`config.mk`:
```
export PLATFORM = sky130hd
export DESIGN_NAME = psum_requant
export DESIGN_NICKNAME = d
export VERILOG_FILES = /design/src/rtl/psum_pkg.sv /design/src/rtl/psum_requant_lane.sv /design/src/rtl/psum_requant.sv
export SDC_FILE = /design/constraint.sdc
export NUM_CORES = 2
export LEC_CHECK = 0
export CORE_ASPECT_RATIO = 0.5
export CORE_MARGIN = 8
export CORE_UTILIZATION = 51
export DETAILED_ROUTE_END_ITERATION = 7
export PLACE_DENSITY_LB_ADDON = 0.15
export SLEW_MARGIN = 25
export SYNTH_ARGS = -nofsm -noshare
export SYNTH_HDL_FRONTEND = slang
export SYNTH_SLANG_ARGS = --single-unit
```
`constraint.sdc`:
```
create_clock -name clk -period 14.52 [get_ports clk]
set_input_delay 1.452 -clock clk [delete_from_list [all_inputs] [get_ports clk]]
set_output_delay 1.452 -clock clk [all_outputs]
set_load 0.02 [all_outputs]
```
`src/rtl/psum_pkg.sv`:
```
`default_nettype none
// ============================================================================
// Module   : psum_pkg
// Brief    : Shared widths, saturation bounds and signed saturation helper
//            for the partial-sum requantization stage.
// Revision : 1.0 - initial release
// ============================================================================
package psum_pkg;

   localparam int COLUMN = 6;   // MAC columns processed in parallel
   localparam int OW     = 22;  // partial-sum width per column
   localparam int AW     = 32;  // accumulator width per column
   localparam int BW     = 32;  // bias width per column
   localparam int QW     = 8;   // quantized output width per column
   localparam int SW     = 5;   // shift-amount width

   localparam longint ACC_MAX = (64'sd1 <<< (AW - 1)) - 64'sd1;
   localparam longint ACC_MIN = -(64'sd1 <<< (AW - 1));
   localparam longint Q_MAX   = (64'sd1 <<< (QW - 1)) - 64'sd1;
   localparam longint Q_MIN   = -(64'sd1 <<< (QW - 1));

   // Clamp a signed value into the range of a signed integer of 'width' bits.
   function automatic longint sat_signed(input longint value, input int width);
      longint hi;
      longint lo;
      hi = (64'sd1 <<< (width - 1)) - 64'sd1;
      lo = -(64'sd1 <<< (width - 1));
      if (value > hi) begin
         sat_signed = hi;
      end else if (value < lo) begin
         sat_signed = lo;
      end else begin
         sat_signed = value;
      end
   endfunction

endpackage
`default_nettype wire

```
`src/rtl/psum_requant_lane.sv`:
```
`default_nettype none
// ============================================================================
// Module   : requant_lane
// Brief    : One column of the requantizer. Saturates the raw accumulator sum
//            to AW bits (reporting any clip), then adds bias, applies a
//            round-half-up arithmetic right shift, optional ReLU and clamps to
//            the QW-bit signed range. Purely combinational.
// Revision : 1.0 - initial release
// ============================================================================
module requant_lane #(
   parameter int AW = 32,
   parameter int BW = 32,
   parameter int QW = 8,
   parameter int SW = 5
) (
   input  logic signed [AW:0]    sum,      // base + psum, one guard bit
   input  logic signed [BW-1:0]  bias,
   input  logic        [SW-1:0]  shift,
   input  logic                  relu_en,
   output logic signed [AW-1:0]  acc_sat,  // sum clamped to the AW range
   output logic signed [QW-1:0]  q,
   output logic                  clip      // accumulator range was exceeded
);

   import psum_pkg::*;

   longint s_wide;
   longint s_sat;
   longint t_wide;
   longint r_wide;

   // Accumulator saturation followed by bias, rounding shift, ReLU and clamp.
   // 64-bit intermediates leave headroom for the rounding increment on top
   // of a full-scale sum plus bias.
   always_comb begin
      s_wide  = longint'(sum);
      s_sat   = sat_signed(s_wide, AW);
      clip    = (s_sat != s_wide);
      acc_sat = AW'(s_sat);

      t_wide = s_sat + longint'(bias);
      if (shift != '0) begin
         t_wide = t_wide + (64'sd1 <<< (shift - SW'(1)));
      end
      r_wide = t_wide >>> shift;
      if (relu_en && (r_wide < 0)) begin
         r_wide = 0;
      end
      q = QW'(sat_signed(r_wide, QW));
   end

endmodule
`default_nettype wire

```
`src/rtl/psum_requant.sv`:
```
`default_nettype none
// ============================================================================
// Module   : psum_requant
// Brief    : Accumulates per-column partial sums over the beats of one output
//            pixel, adds a per-pixel latched bias and requantizes each column
//            to QW bits. One-deep output register with valid/ready handshake.
// Revision : 1.0 - initial release
// ============================================================================
module psum_requant #(
   parameter int COLUMN = psum_pkg::COLUMN,
   parameter int OW     = psum_pkg::OW,
   parameter int AW     = psum_pkg::AW,
   parameter int BW     = psum_pkg::BW,
   parameter int QW     = psum_pkg::QW,
   parameter int SW     = psum_pkg::SW
) (
   input  logic                  clk,
   input  logic                  rst_n,
   input  logic [COLUMN*OW-1:0]  psum_m_data,
   input  logic                  psum_m_first,
   input  logic                  psum_m_last,
   input  logic                  psum_m_valid,
   output logic                  psum_m_ready,
   input  logic [COLUMN*BW-1:0]  bias,
   input  logic [SW-1:0]         shift,
   input  logic                  relu_en,
   output logic [COLUMN*QW-1:0]  q_s_data,
   output logic                  q_s_valid,
   input  logic                  q_s_ready,
   output logic                  ovf_flag,
   input  logic                  ovf_clr,
   output logic [15:0]           pix_cnt
);

   import psum_pkg::*;

   logic [COLUMN-1:0][AW-1:0] acc_q, acc_d;
   logic [COLUMN*BW-1:0]      bias_q, bias_d;
   logic [SW-1:0]             shift_q, shift_d;
   logic                      relu_q, relu_d;
   logic [COLUMN*QW-1:0]      q_data_q, q_data_d;
   logic                      q_valid_q, q_valid_d;
   logic                      ovf_q, ovf_d;
   logic [15:0]               pix_cnt_q, pix_cnt_d;
   logic                      rdy_en_q, rdy_en_d;

   logic                      accept;
   logic                      q_hs;
   logic [COLUMN*BW-1:0]      eff_bias;
   logic [SW-1:0]             eff_shift;
   logic                      eff_relu;
   logic [COLUMN-1:0][AW-1:0] acc_sat;
   logic [COLUMN*QW-1:0]      q_lane;
   logic [COLUMN-1:0]         clip;

   // rdy_en_q keeps the input closed until the first clock after reset.
   assign psum_m_ready = rdy_en_q && (!q_valid_q || q_s_ready);
   assign accept       = psum_m_valid && psum_m_ready;
   assign q_hs         = q_valid_q && q_s_ready;

   // A single-beat pixel must see its own config, so a first beat bypasses
   // the latch; later beats use the copy captured on the first beat.
   assign eff_bias  = psum_m_first ? bias    : bias_q;
   assign eff_shift = psum_m_first ? shift   : shift_q;
   assign eff_relu  = psum_m_first ? relu_en : relu_q;

   generate
      for (genvar c = 0; c < COLUMN; c++) begin : g_lane
         logic [AW-1:0] base;
         logic [AW:0]   sum;

         assign base = psum_m_first ? '0 : acc_q[c];
         assign sum  = {base[AW-1], base}
                     + {{(AW + 1 - OW){psum_m_data[c*OW + OW - 1]}}, psum_m_data[c*OW +: OW]};

         requant_lane #(
            .AW (AW),
            .BW (BW),
            .QW (QW),
            .SW (SW)
         ) u_lane (
            .sum     (sum),
            .bias    (eff_bias[c*BW +: BW]),
            .shift   (eff_shift),
            .relu_en (eff_relu),
            .acc_sat (acc_sat[c]),
            .q       (q_lane[c*QW +: QW]),
            .clip    (clip[c])
         );
      end
   endgenerate

   // Next-state: accumulators, config latch, output register, flags, counter.
   always_comb begin
      acc_d     = acc_q;
      bias_d    = bias_q;
      shift_d   = shift_q;
      relu_d    = relu_q;
      q_data_d  = q_data_q;
      q_valid_d = q_valid_q;
      ovf_d     = ovf_q;
      pix_cnt_d = pix_cnt_q + {15'd0, q_hs};
      rdy_en_d  = 1'b1;

      if (q_hs) begin
         q_valid_d = 1'b0;
      end
      if (ovf_clr) begin
         ovf_d = 1'b0;
      end
      if (accept) begin
         for (int c = 0; c < COLUMN; c++) begin
            acc_d[c] = psum_m_last ? '0 : acc_sat[c];
         end
         if (psum_m_first) begin
            bias_d  = bias;
            shift_d = shift;
            relu_d  = relu_en;
         end
         if (psum_m_last) begin
            q_data_d  = q_lane;
            q_valid_d = 1'b1;
         end
         if (|clip) begin
            ovf_d = 1'b1;
         end
      end
   end

   // State registers with asynchronous active-low reset.
   always_ff @(posedge clk or negedge rst_n) begin
      if (!rst_n) begin
         acc_q     <= '0;
         bias_q    <= '0;
         shift_q   <= '0;
         relu_q    <= 1'b0;
         q_data_q  <= '0;
         q_valid_q <= 1'b0;
         ovf_q     <= 1'b0;
         pix_cnt_q <= '0;
         rdy_en_q  <= 1'b0;
      end else begin
         acc_q     <= acc_d;
         bias_q    <= bias_d;
         shift_q   <= shift_d;
         relu_q    <= relu_d;
         q_data_q  <= q_data_d;
         q_valid_q <= q_valid_d;
         ovf_q     <= ovf_d;
         pix_cnt_q <= pix_cnt_d;
         rdy_en_q  <= rdy_en_d;
      end
   end

   assign q_s_data  = q_data_q;
   assign q_s_valid = q_valid_q;
   assign ovf_flag  = ovf_q;
   assign pix_cnt   = pix_cnt_q;

endmodule
`default_nettype wire

```
# Word-level counts from Yosys, hierarchy flattened
# Cells that the tools add are included.
[totals]
reg_bits = 457
output_inout_bits = 67
input_bits = 337
[op_classes]
reduce_logical = 14
shift = 7
mux = 57
eq_ne = 6
n_lt_le_gt_ge = 30
n_addsub = 20
[op_table]
columns = ["cell", "n"]
rows = [
  ["$mux W64", 24],
  ["$add A64 B32 Y64", 6],
  ["$add A64 B64 Y64", 6],
  ["$gt A64 B8 Y1 const B", 6],
  ["$lt A64 B1 Y1 const B", 6],
  ["$lt A64 B8 Y1 const B", 6],
  ["$mux W32", 12],
  ["$ne A64 B33 Y1", 6],
  ["$sshr A64 B5 Y64", 6],
  ["$add A32 B22 Y33", 6],
  ["$gt A33 B32 Y1 const B", 6],
  ["$lt A33 B32 Y1 const B", 6],
  ["$mux W192", 1],
  ["$mux W8", 12],
  ["$sshl A2 B5 Y64 const A", 1],
  ["$add A16 B1 Y16", 1],
  ["$logic_and A1 B1 Y1", 9],
  ["$mux W1", 7],
  ["$reduce_or A6 Y1", 1],
  ["$mux W5", 1],
  ["$reduce_bool A5 Y1", 1],
  ["$sub A5 B1 Y5 const B", 1],
  ["$reduce_and A2 Y1", 1],
  ["$logic_not A1 Y1", 1],
  ["$logic_or A1 B1 Y1", 1],
]

# Longest topological paths before layout
[logic_depth]
depth_word = 15
ltp_mapped = 54
ltp_nobuf = 46

# Modules after synthesis
# A second synthesis with hierarchy kept.
[hier_totals]
hier_cells = 11348
area_unflattened_um2 = 83082.2
[by_module_without_submodules]
columns = ["mod", "instances", "area_per_inst_um2", "cells_each"]
rows = [
  ["requant_lane (g_lane[1].u_lane ...)", 5, 8811.0, 1372],
  ["psum_requant", 1, 30857.1, 3184],
  ["requant_lane (g_lane[0].u_lane)", 1, 8170.3, 1304],
]

# Worst setup path after synthesis
# OpenSTA, ideal clock, no wires.
[synth_path]
kind = "in2reg"
start = "input psum_m_first"
end = "register q_data_q[24] (netlist: q_s_data[24])"
arrival_ns = 12.575
path_slack_ns = 1.814
path_stages = 50
required_time_ns = 14.388
cell_sequence = "buf_2 -> buf_1 -> clkbuf_1 -> clkbuf_1 -> clkbuf_1 -> nand2b_1 -> inv_1 -> ha_1 -> a21o_1 -> a211o_1 -> a21oi_1 -> a211o_1 -> a21oi_1 -> a211o_1 -> a21o_1 -> a41oi_1 -> a211o_1 -> o211ai_1 -> [... 14 more ...] -> xnor2_1 -> ha_1 -> nand2_1 -> nor3_1 -> nand2_1 -> a2111oi_2 -> o21a_2 -> mux2i_1 -> a211oi_1 -> or2_2 -> a2bb2oi_1 -> o211ai_1 -> o31ai_1 -> or4_1 -> nor4_1 -> or4b_1 -> o21ai_2 -> o22ai_1"
[synth_between]
elab_chain_cells = 15
[synth_rtl]
columns = ["element", "line_no", "source"]
rows = [
  ["start: declaration", "psum_requant.sv:20", "input logic psum_m_first,"],
  ["$mux W32", "psum_requant.sv:72", "assign base = psum_m_first ? '0 : acc_q[c];"],
  ["$add A32 B22 Y33", "psum_requant.sv:74", "+ {{(AW + 1 - OW){psum_m_data[c*OW + OW - 1]}}, psum_m_data[c*OW +: OW]};"],
  ["$lt A33 B32 Y1", "psum_pkg.sv:30", "end else if (value < lo) begin"],
  ["$mux W64", "psum_pkg.sv:30", ""],
  ["$mux W64", "psum_pkg.sv:28", "if (value > hi) begin"],
  ["$add A64 B32 Y64", "psum_requant_lane.sv:41", "t_wide = s_sat + longint'(bias);"],
  ["$add A64 B64 Y64", "psum_requant_lane.sv:43", "t_wide = t_wide + (64'sd1 <<< (shift - SW'(1)));"],
  ["$mux W64", "psum_requant_lane.sv:42", "if (shift != '0) begin"],
  ["$sshr A64 B5 Y64", "psum_requant_lane.sv:45", "r_wide = t_wide >>> shift;"],
  ["$lt A64 B1 Y1", "psum_requant_lane.sv:46", "if (relu_en && (r_wide < 0)) begin"],
  ["$logic_and A1 B1 Y1", "psum_requant_lane.sv:46", ""],
  ["$mux W64 (*)", "psum_requant_lane.sv:46", ""],
  ["$lt A64 B8 Y1", "psum_pkg.sv:30", ""],
  ["$mux W8", "psum_pkg.sv:30", ""],
  ["$mux W8 (*)", "psum_pkg.sv:28", ""],
  ["end signal: assignment", "psum_requant.sv:147", "q_data_q <= q_data_d;"],
  ["end: declaration", "psum_requant.sv:41", "logic [COLUMN*QW-1:0] q_data_q, q_data_d;"],
]
# Every way passes the cells marked *; elsewhere a longest branch is shown, timed or not.
# A chain may end at the register's enable or synchronous reset.

# Final worst setup path
[layout_path]
start = "input psum_m_first"
end = "register q_data_q[17] (netlist: q_s_data[17])"
# Same word-level chain as after synthesis.

==> flow_summary.yaml <==
finish:
  nNetsFinal: 10200
  fillers: 13100
  fin_util_pct: 57.0
  drive_gt1_share_pct: 10.0
  final_cells: 11200
  area_growth_pct: 10.9
die:
  die_y_um: 279
  io_pins: 404
  die_w_um: 542
  start_util_pct: 51.4
  die-area_mm2: 0.151
  coreArea_mm2: 0.137
  rows: 96
global_route:
  grt_usage_pct: 38.5
  grt_overflow_total: 0
  grt_max_degree: 159
  grt_pass1_vias: 70700
  grt_pass1_wl_um: 457000
  antenna_found_initial: 18
clocking:
  htreeDepth: 2
  insertion_delay_ns: 0.68
  ctsHoldBuffers: 0
  cts.clk_slew.worst_paths_ns: 0.07
  cts.sinks: 457
  cts_buffer_depth: 3
  cts_buffers: 49
  cts_tree: "done"
  cts_root_buf: "clkbuf_16"
critical_path:
  slowest_delay_ns: 0.65
  path_class: "in2reg"
  path_buf_inv: 3
  end_kind: "register"
  critPathLaunchType: "input port"
  path_delay_family: "compound AO/OA/AOI/OAI gates"
  critPathArrivalTime_ns: 14.30
  critical_path_required_ns: 15.08
  critPathMaxFanout: 50
  timing.rr.start: "acc_q[64]"
  crit_slowest_cell: "a41oi_2"
  cp-startpoint: "psum_m_first"
  worstRegToRegCells: 45
  rrSetupSlack_ns: 1.65
  reg2reg_to: "q_s_data[17]"
logic_synthesis:
  synth_area_leaders: "dfrtp_1 16%, ha_1 10%, mux2_2 6.8%"
  synth_top_area_cell: "dfrtp_1"
  yosysUniqueCellTypes: 125
  syn-instance-count: 9234
  synth_ff_type: "dfrtp_1"
  synth_edf_count: 0
  yosysWarnings: 0
  syn_nets: 10200
  syn_avg_cell_area_um2: 7.64
  ys_seq_elements: 457
  syn_area_mm2: 0.0705
  async_flop_share_pct: 100
  ys_seq_area_share_pct: 16.2
  netlist.area_leader.share_pct: 16.2
power:
  power.leakage_uw: 0.0338
  power.density_mw_per_mm2: 259
  pwr-share-comb_pct: 84.0
  p_sw_share_pct: 58.1
  p_int_uw: 8500
  power_uw: 20300
  switchingPower_uw: 11800
  clkPwrFrac_pct: 6.9
  seq_power_share_pct: 9.1
  ir_worst_vdd_mv: 0.125
drt:
  viasPerCell: 6.87
  drtIter0Drc: 9983
  antenna_left: 0
  routed_wl_um: 309000
  wire_per_inst_um: 27.6
  route.detailed.drc: 4
  via_count: 77000
  first_pass_iters: 8
run_status:
  violations: "DRC"
  run_status: "finished, violations left"
sta:
  finalSetupTns_ns: 0
  setup_viol: 0
  setup_ws_ns: 0.780
  slew_viol_final: 0
  relSlewSlack_pct: 18.3
  rsz0062_at_grt: "no"
  fin_skew_ns: 0.0249
  worst_slew_pin_slew_ns: 1.23
  period_minus_slack_ns: 13.74
  hold_viol: 0
  fmax_ghz: 0.0728
  period_share_pct: 94.6
placement:
  port-buffer-count: 403
  post-place-ws_ns: 0.481
  dp_cells: 11100
  place.gp.congestion: 1.03
  hpwl_um: 234000
hold_path:
  min-delay-start: "acc_q[180]"
  hold_path_depth: 2
  min_to: "acc_q[180]"
  hp-class: "reg2reg"
run:
  cap_violations: 0
[cells in the final DEF (no fill, tap or decap), types with 125 or more instances in the layout]
cell,n
a21o_1,283
mux2i_1,178
inv_1,198
dfrtp_1,457
a31oi_1,125
nor2_1,710
xnor2_1,273
a22o_1,181
mux2_2,419
a211oi_1,180
a21oi_1,833
xor2_1,196
ha_1,584
buf_4,169
nand2_1,769
nand3_1,219
o21ai_0,561
o211ai_1,182
nor2b_1,254
nor3_1,183
clkdlybuf4s50_1,401
[worst min-delay path, cell delays in order (launching register included)]
cell and delay, ns:
dfrtp_1 0.34, nand2_1 0.04, o21ai_0 0.06
[how the worst max path moves through the flow]
| stage | end | cells after the start |
|---|---|---|
| 3_3_place_gp | q_s_data[40] | 44 |
| 4_1_cts | q_s_data[42] | 40 |
| 5_1_grt | q_s_data[46] | 42 |
| 2_1_floorplan | q_s_data[24] | 50 |
| 3_5_place_dp | q_s_data[42] | 40 |
| 6_report | q_s_data[17] | 45 |
[cell families after synthesis]
| kind of cell | Yosys count | share of synthesized area, % |
|---|---|---|
| fa+ha+maj | 626 | 11.2 |
| xor+xnor | 473 | 5.88 |
| other cells | 1 | 0.00532 |
| mux | 618 | 9.72 |
| compound gates | 3399 | 32.8 |
| buf+inv | 768 | 4.23 |
| simple gates | 2892 | 20.0 |
| flops | 457 | 16.2 |
[flip-flops by register name, summed over array words and instances, names as in the netlist]
signal     count
q_s_valid      1
acc_q        192
shift_q        5
q_s_data      48
bias_q       192
ovf_flag       1
pix_cnt       16
rdy_en_q       1
relu_q         1
[timing repair]
| item | in CTS | in global routing |
|---|---|---|
| endpoints found under the setup margin | 0 | 10 |
| resized for setup | 0 | 2 |
| setup buffers | 0 | 0 |
[metal layers]
layer / wire length (um) / vias to the layer above / part of all wire (%) / track usage [%]
met1: 137000 / 36900 / 44 / 55.5
met4: 13200 / 14 / 4.3 / 13.8
met5: 97 / - / 0.031 / 0
met3: 37900 / 693 / 12 / 11.9
met2: 120000 / 4265 / 39 / 53.6
li1: - / 35100 / - / -
[power by group through the flow]
stage | clock network (uW) | registers [uW] | logic [uW]
finish | 1410 | 1840 | 17000
floorplan | 0 | 1820 | 11700
global placement | 0 | 1840 | 16300
detailed placement | 0 | 1860 | 16300
global route | 1470 | 1880 | 18300
CTS | 1420 | 1840 | 16400
[Yosys cell counts (58+ instances only)]
library cell / instances
o31ai_1: 69
nand4_1: 107
and3_1: 110
o21ai_0: 561
or3_1: 77
nor3_1: 186
nor2b_1: 254
xnor2_1: 274
mux2_2: 424
o21bai_1: 58
o22ai_1: 73
inv_1: 198
buf_2: 68
and2_1: 80
a22o_1: 181
a31oi_1: 125
nand3_1: 219
nand2_1: 776
o21a_1: 119
a211o_1: 67
nor2_1: 752
a21o_1: 283
dfrtp_1: 457
a211oi_1: 180
ha_1: 584
a21oi_1: 833
clkbuf_1: 426
xor2_1: 198
o211ai_1: 182
buf_1: 72
o221ai_1: 58
nand2b_1: 100
mux2i_1: 183
[area by class of cell]
class / instances / area, um^2 / area share, %
tap: 1862 / 2330 / 2.98
antenna: 15 / 37.5 / 0.0480
inverter: 199 / 749 / 0.958
timing repair buffer: 581 / 5490 / 7.02
clock inverter: 22 / 297 / 0.379
sequential: 457 / 11400 / 14.6
multi-input combinational: 8009 / 56500 / 72.2
clock buffer: 67 / 1370 / 1.75
[stage by stage]
stage / hold WS, ns / cell area (um^2)
floorplan: 0.442 / 70500
global placement: 0.454 / 76400
detailed placement: 0.464 / 76400
CTS: 0.478 / 78100
global route: 0.492 / 78200
finish: 0.472 / 78200
(Power assumes the default switching activity.)
